### config.mk
export PLATFORM = sky130hd
export DESIGN_NAME = game_vga_timing
export DESIGN_NICKNAME = d
export VERILOG_FILES = /design/src/rtl/game_vga_timing.sv
export SDC_FILE = /design/constraint.sdc
export NUM_CORES = 1
export LEC_CHECK = 0
export BUFFER_PORTS_ARGS = -buffer_cell sky130_fd_sc_hd__buf_2
export CAP_MARGIN = 20
export CORE_ASPECT_RATIO = 0.9
export CORE_MARGIN = 2
export CORE_UTILIZATION = 31
export CTS_BUF_LIST = sky130_fd_sc_hd__clkbuf_4 sky130_fd_sc_hd__clkbuf_8 sky130_fd_sc_hd__clkbuf_16
export DETAILED_ROUTE_END_ITERATION = 7
export PLACE_DENSITY_LB_ADDON = 0.2
export REMOVE_ABC_BUFFERS = 1
export SYNTH_ARGS = -nofsm -noshare
export SYNTH_HDL_FRONTEND = slang
export SYNTH_SLANG_ARGS = --single-unit
### constraint.sdc
create_clock -name clk -period 4.85 [get_ports clk]
set_clock_uncertainty 0.2 [all_clocks]
set_input_delay 0 -clock clk [delete_from_list [all_inputs] [get_ports clk]]
set_output_delay 0 -clock clk [all_outputs]
set_load 0.1 [all_outputs]
### src/rtl/game_vga_timing.sv
// Pixel-rate divider, raster counters and the VGA output stage for game_top.
// Blanking and sync are delayed so they line up with the game's rgb latency.
`ifndef GAME_RGB_WIDTH
`define GAME_RGB_WIDTH 12
`endif

module game_vga_timing #(
    parameter int clk_mhz         = 50,
    parameter int pixel_mhz       = 25,
    parameter int screen_width    = 640,
    parameter int screen_height   = 480,
    parameter int h_front         = 16,
    parameter int h_sync          = 96,
    parameter int h_back          = 48,
    parameter int v_front         = 10,
    parameter int v_sync          = 2,
    parameter int v_back          = 33,
    parameter bit sync_active_low = 1'b1,
    parameter int rgb_latency     = 1,
    localparam int w_x = $clog2(screen_width),
    localparam int w_y = $clog2(screen_height)
) (
    input  logic                        clk,
    input  logic                        rst,
    output logic                        pixel_en,
    output logic [w_x-1:0]              x,
    output logic [w_y-1:0]              y,
    output logic                        display_on,
    output logic                        frame_start,
    input  logic [`GAME_RGB_WIDTH-1:0]  rgb_in,
    output logic [`GAME_RGB_WIDTH-1:0]  vga_rgb,
    output logic                        vga_hsync,
    output logic                        vga_vsync
);

    localparam int DIV     = clk_mhz / pixel_mhz;
    localparam int DIV_W   = (DIV > 1) ? $clog2(DIV) : 1;
    localparam int H_TOTAL = screen_width + h_front + h_sync + h_back;
    localparam int V_TOTAL = screen_height + v_front + v_sync + v_back;
    localparam int H_W     = $clog2(H_TOTAL);
    localparam int V_W     = $clog2(V_TOTAL);

    localparam logic [DIV_W-1:0] DIV_LAST = DIV_W'(DIV - 1);
    localparam logic [H_W-1:0]   H_LAST   = H_W'(H_TOTAL - 1);
    localparam logic [V_W-1:0]   V_LAST   = V_W'(V_TOTAL - 1);
    localparam logic [H_W-1:0]   H_ACT    = H_W'(screen_width);
    localparam logic [V_W-1:0]   V_ACT    = V_W'(screen_height);
    localparam logic [H_W-1:0]   HS_FIRST = H_W'(screen_width + h_front);
    localparam logic [H_W-1:0]   HS_LAST  = H_W'(screen_width + h_front + h_sync - 1);
    localparam logic [V_W-1:0]   VS_FIRST = V_W'(screen_height + v_front);
    localparam logic [V_W-1:0]   VS_LAST  = V_W'(screen_height + v_front + v_sync - 1);
    localparam logic             SYNC_IDLE = sync_active_low ? 1'b1 : 1'b0;

    if ((clk_mhz % pixel_mhz) != 0) begin : g_bad_ratio
        $error("game_vga_timing: clk_mhz must be an integer multiple of pixel_mhz");
    end
    if (DIV < 1) begin : g_bad_div
        $error("game_vga_timing: pixel_mhz must not exceed clk_mhz");
    end
    if (rgb_latency < 0 || rgb_latency > 7) begin : g_bad_latency
        $error("game_vga_timing: rgb_latency must be within 0..7");
    end

    logic [DIV_W-1:0] div_cnt;
    logic [H_W-1:0]   h_cnt;
    logic [V_W-1:0]   v_cnt;
    logic             tick;
    logic             active_now;
    logic             hs_raw;
    logic             vs_raw;
    logic             de_d;
    logic             hs_d;
    logic             vs_d;

    assign tick       = (div_cnt == DIV_LAST);
    assign active_now = (h_cnt < H_ACT) && (v_cnt < V_ACT);

    always_ff @(posedge clk or posedge rst) begin
        if (rst) begin
            div_cnt <= '0;
        end else if (tick) begin
            div_cnt <= '0;
        end else begin
            div_cnt <= div_cnt + 1'b1;
        end
    end

    // Vertical count advances on the same pixel that wraps the line.
    always_ff @(posedge clk or posedge rst) begin
        if (rst) begin
            h_cnt <= '0;
            v_cnt <= '0;
        end else if (tick) begin
            if (h_cnt == H_LAST) begin
                h_cnt <= '0;
                v_cnt <= (v_cnt == V_LAST) ? '0 : v_cnt + 1'b1;
            end else begin
                h_cnt <= h_cnt + 1'b1;
            end
        end
    end

    // Scan outputs are presented from the counter values before they advance.
    always_ff @(posedge clk or posedge rst) begin
        if (rst) begin
            pixel_en    <= 1'b0;
            frame_start <= 1'b0;
            display_on  <= 1'b0;
            x           <= '0;
            y           <= '0;
            hs_raw      <= 1'b0;
            vs_raw      <= 1'b0;
        end else begin
            pixel_en    <= tick;
            frame_start <= tick && (h_cnt == '0) && (v_cnt == '0);
            if (tick) begin
                display_on <= active_now;
                x          <= active_now ? h_cnt[w_x-1:0] : '0;
                y          <= active_now ? v_cnt[w_y-1:0] : '0;
                hs_raw     <= (h_cnt >= HS_FIRST) && (h_cnt <= HS_LAST);
                vs_raw     <= (v_cnt >= VS_FIRST) && (v_cnt <= VS_LAST);
            end
        end
    end

    if (rgb_latency == 0) begin : g_no_delay
        assign de_d = display_on;
        assign hs_d = hs_raw;
        assign vs_d = vs_raw;
    end else begin : g_delay
        logic [rgb_latency-1:0] de_sr;
        logic [rgb_latency-1:0] hs_sr;
        logic [rgb_latency-1:0] vs_sr;

        always_ff @(posedge clk or posedge rst) begin
            if (rst) begin
                de_sr <= '0;
                hs_sr <= '0;
                vs_sr <= '0;
            end else begin
                de_sr[0] <= display_on;
                hs_sr[0] <= hs_raw;
                vs_sr[0] <= vs_raw;
                for (int i = 1; i < rgb_latency; i++) begin
                    de_sr[i] <= de_sr[i-1];
                    hs_sr[i] <= hs_sr[i-1];
                    vs_sr[i] <= vs_sr[i-1];
                end
            end
        end

        assign de_d = de_sr[rgb_latency-1];
        assign hs_d = hs_sr[rgb_latency-1];
        assign vs_d = vs_sr[rgb_latency-1];
    end

    // Final stage: blank colour, and apply sync polarity only here.
    always_ff @(posedge clk or posedge rst) begin
        if (rst) begin
            vga_rgb   <= '0;
            vga_hsync <= SYNC_IDLE;
            vga_vsync <= SYNC_IDLE;
        end else begin
            vga_rgb   <= de_d ? rgb_in : '0;
            vga_hsync <= hs_d ^ SYNC_IDLE;
            vga_vsync <= vs_d ^ SYNC_IDLE;
        end
    end

endmodule
==> impl_metrics.json <==
{
  "synth_top_cell_by_area": "dfrtp_1",
  "tightestPinTransition_ns": 0.801,
  "hold_path_startpoint": "g_delay.vs_sr",
  "start_util_pct": 32.5,
  "max-cap-violations": 0,
  "n_fill_cell": 738,
  "ys_warn_count": 0,
  "clkSinkCount": 62,
  "placed_cells": 342,
  "regArea_um2": 1550,
  "arrival_ns": 2.59,
  "synth-seq-area-share_pct": 62.5,
  "synth-edff-count": 0,
  "worstSetupEndpointType": "flip-flop",
  "min_period_ns": 2.53,
  "drt_wl_total_um": 5260,
  "antennaDiodeCount": 0,
  "crit_chain": "or4b_4 -> or3_1 -> or4_1 -> a21oi_1",
  "nets": 288,
  "fin_tns_setup_ns": 0,
  "p_int_mw": 0.803,
  "port_buffers": 49,
  "r2r_cells": 4,
  "antenna_found_initial": 0,
  "clk_latency_ns": 0.33,
  "ant_nets": 0,
  "io_pins": 50,
  "async_flop_share_pct": 100,
  "grt-ovfl-total": 0,
  "max_stage_delay_ns": 0.56,
  "drt_first_pass_iters": 4,
  "clkPwrFrac_pct": 44.1,
  "p_total_mw": 1.06,
  "track_usage_pct": 13.4,
  "synth_cell_types": 36,
  "status": "completed",
  "post-synth-top-count-cell": "dfrtp_1",
  "holdPathEnd": "vga_vsync",
  "rsz0062_at_grt": "false",
  "r2r_slack_ns": 2.32,
  "post_dp_cell_area_um2": 2810,
  "switching_share_pct": 24.4,
  "route.vias.total": 1764,
  "synth.area.top_cells": "dfrtp_1 (60%), a22o_1 (6.0%), and2_1 (3.0%)",
  "combPwrFrac_pct": 6.7,
  "yosysTopAreaCellShare_pct": 60.4,
  "num_rows": 30,
  "first_iter_violations": 155,
  "slew_headroom_pct": 46.6,
  "final_max_slew_viol_count": 0,
  "dieArea_um2": 8750,
  "leakage_nw": 1.51,
  "finalCritPeriodShare_pct": 52.2,
  "ys.flop_type": "dfrtp_1",
  "place_congestion": 0.791,
  "cts_tree": "yes",
  "hold_viol": 0,
  "final_area_um2": 3150,
  "drive_gt1_share_pct": 28.0,
  "netlist_area_um2": 2490,
  "synth-seq-cells": 62,
  "required_ns": 4.91,
  "syn_inst": 207,
  "vias_per_cell": 4.75,
  "fp.dieH_um": 89.0,
  "hold_path_depth": 1,
  "die_x_um": 98.4,
  "avgSynthCellArea_um2": 12.0,
  "cts-root-buf": "clkbuf_8",
  "yosys-top-cells-count": "dfrtp_1 (60), a22o_1 (17), and2_1 (12), nand2_1 (12), inv_1 (11)",
  "p_sw_mw": 0.260,
  "core_area_um2": 7660,
  "reg2reg_to": "v_cnt[9]",
  "drc_errors": 0,
  "worstHoldPathType": "reg -> reg",
  "start_kind": "flip-flop",
  "grt_pass1_vias": 1812,
  "cts_max_level": 3,
  "worstSetupPathType": "reg -> reg",
  "max_freq_mhz": 395,
  "stdcell_count": 371,
  "crit_path_max_fanout": 13,
  "clkTransAtPathRegs_ns": 0.07,
  "syn_to_final_growth_pct": 26.5,
  "wl_per_cell_um": 14.2,
  "r2r_start": "div_cnt",
  "multi_input_area_um2": 831,
  "p_seq_share_pct": 49.2,
  "power_density_nw_per_um2": 338,
  "cts_buffer_depth": 2,
  "grt_pass1_wl_um": 9100,
  "cpMaxStageDelayCell": "dfrtp_1",
  "grt_max_degree": 63,
  "cts_resized": 0,
  "dp_hpwl_um": 3350,
  "setup_viol": 0,
  "numCtsBuffers": 9,
  "utilization_pct": 41.1,
  "ir_drop_uv": 101
}
[cell families (layout without fill, tap and decap cells)]
logic type / Yosys count / after routing / share of synthesized area (%)
adders and majority gates: 4 / 4 / 2.01
buffers and inverters: 23 / 91 / 4.08
DFF: 62 / 62 / 62.5
xor gates and xnor gates: 11 / 11 / 3.88
muxes: 2 / 2 / 0.805
AOI/OAI and AO/OA: 31 / 31 / 9.56
and+or+nand+nor: 74 / 74 / 17.2
[final cells by class]
cell class,count,share of cell area (%)
inverters,11,1.31
clock buffers,11,4.81
clock inverters,5,1.83
well taps,96,3.82
repair buffers,64,12.4
multi-input cells,122,26.4
flip-flops and latches,62,49.4
[critical path, delay by kind of cell (launching register included)]
| kind | cells | cell delay (ns) |
|---|---|---|
| simple gates | 3 | 1.53 |
| flops | 1 | 0.56 |
| compound gates | 1 | 0.16 |
[state kept, by name (all words and copies together) (netlist names)]
register	count
hs_raw	1
display_on	1
x	10
vga_hsync	1
g_delay.hs_sr	1
y	9
v_cnt	10
div_cnt	1
frame_start	1
vga_vsync	1
vs_raw	1
vga_rgb	12
pixel_en	1
h_cnt	10
g_delay.vs_sr	1
de_d	1
[stage by stage]
stage | setup WS, ns | hold WS [ns]
after floorplan | 2.54 | -0.0658
after global placement | 2.40 | 0.0167
after detailed placement | 2.38 | 0.0161
after CTS | 2.34 | 0.158
after global routing | 2.18 | 0.180
final | 2.32 | 0.154
[power by group through the flow]
| stage | clock network (mW) | logic, mW | registers [mW] |
|---|---|---|---|
| 2_1_floorplan | 0 | 0.0109 | 0.571 |
| 3_3_place_gp | 0 | 0.0638 | 0.533 |
| 3_5_place_dp | 0 | 0.0641 | 0.533 |
| 4_1_cts | 0.480 | 0.0723 | 0.523 |
| 5_1_grt | 0.508 | 0.0760 | 0.523 |
| 6_report | 0.469 | 0.0709 | 0.523 |
[placed cells by master, fill, tap and decap left out, types with 2 or more instances in the layout]
cell | synthesis | layout
dfrtp_1 | 60 | 60
buf_2 | 0 | 49
a22o_1 | 17 | 17
dlygate4sd3_1 | 0 | 13
nand2_1 | 12 | 12
and2_1 | 12 | 12
clkbuf_8 | 0 | 11
inv_1 | 11 | 10
nand3_1 | 10 | 10
nand4_1 | 8 | 8
nor2_1 | 8 | 8
xnor2_1 | 6 | 6
o21ai_0 | 6 | 6
xor2_1 | 5 | 5
nor4_1 | 4 | 4
ha_1 | 4 | 4
and3_1 | 3 | 3
nor3_1 | 3 | 3
or3_2 | 3 | 3
clkinvlp_4 | 0 | 3
nor2b_1 | 2 | 2
mux2i_1 | 2 | 2
and4b_1 | 2 | 2
a21o_1 | 2 | 2
a21oi_1 | 2 | 2
buf_4 | 0 | 2
dfstp_2 | 2 | 2
[timing repair]
action | CTS | global route
hold buffers | 13 | 0
setup buffers | 0 | 0
hold endpoints to repair | 72 | 0
[metal layers]
metal  global-route usage (%)  part of all wire [%]
met5                        0                     0
met4                     7.47                   2.5
met3                     3.52                   5.7
met2                     19.4                    43
met1                     18.4                    49
[worst max-delay path by stage]
stage          startpoint       end  slack (ns)
6_report          div_cnt  v_cnt[9]        2.32
5_1_grt           div_cnt  v_cnt[9]        2.18
4_1_cts           div_cnt  v_cnt[9]        2.34
3_5_place_dp      div_cnt  v_cnt[9]        2.38
3_3_place_gp      div_cnt  v_cnt[9]        2.40
2_1_floorplan    h_cnt[5]  v_cnt[9]        2.54
Note: power is estimated with default switching activity, not from simulation.
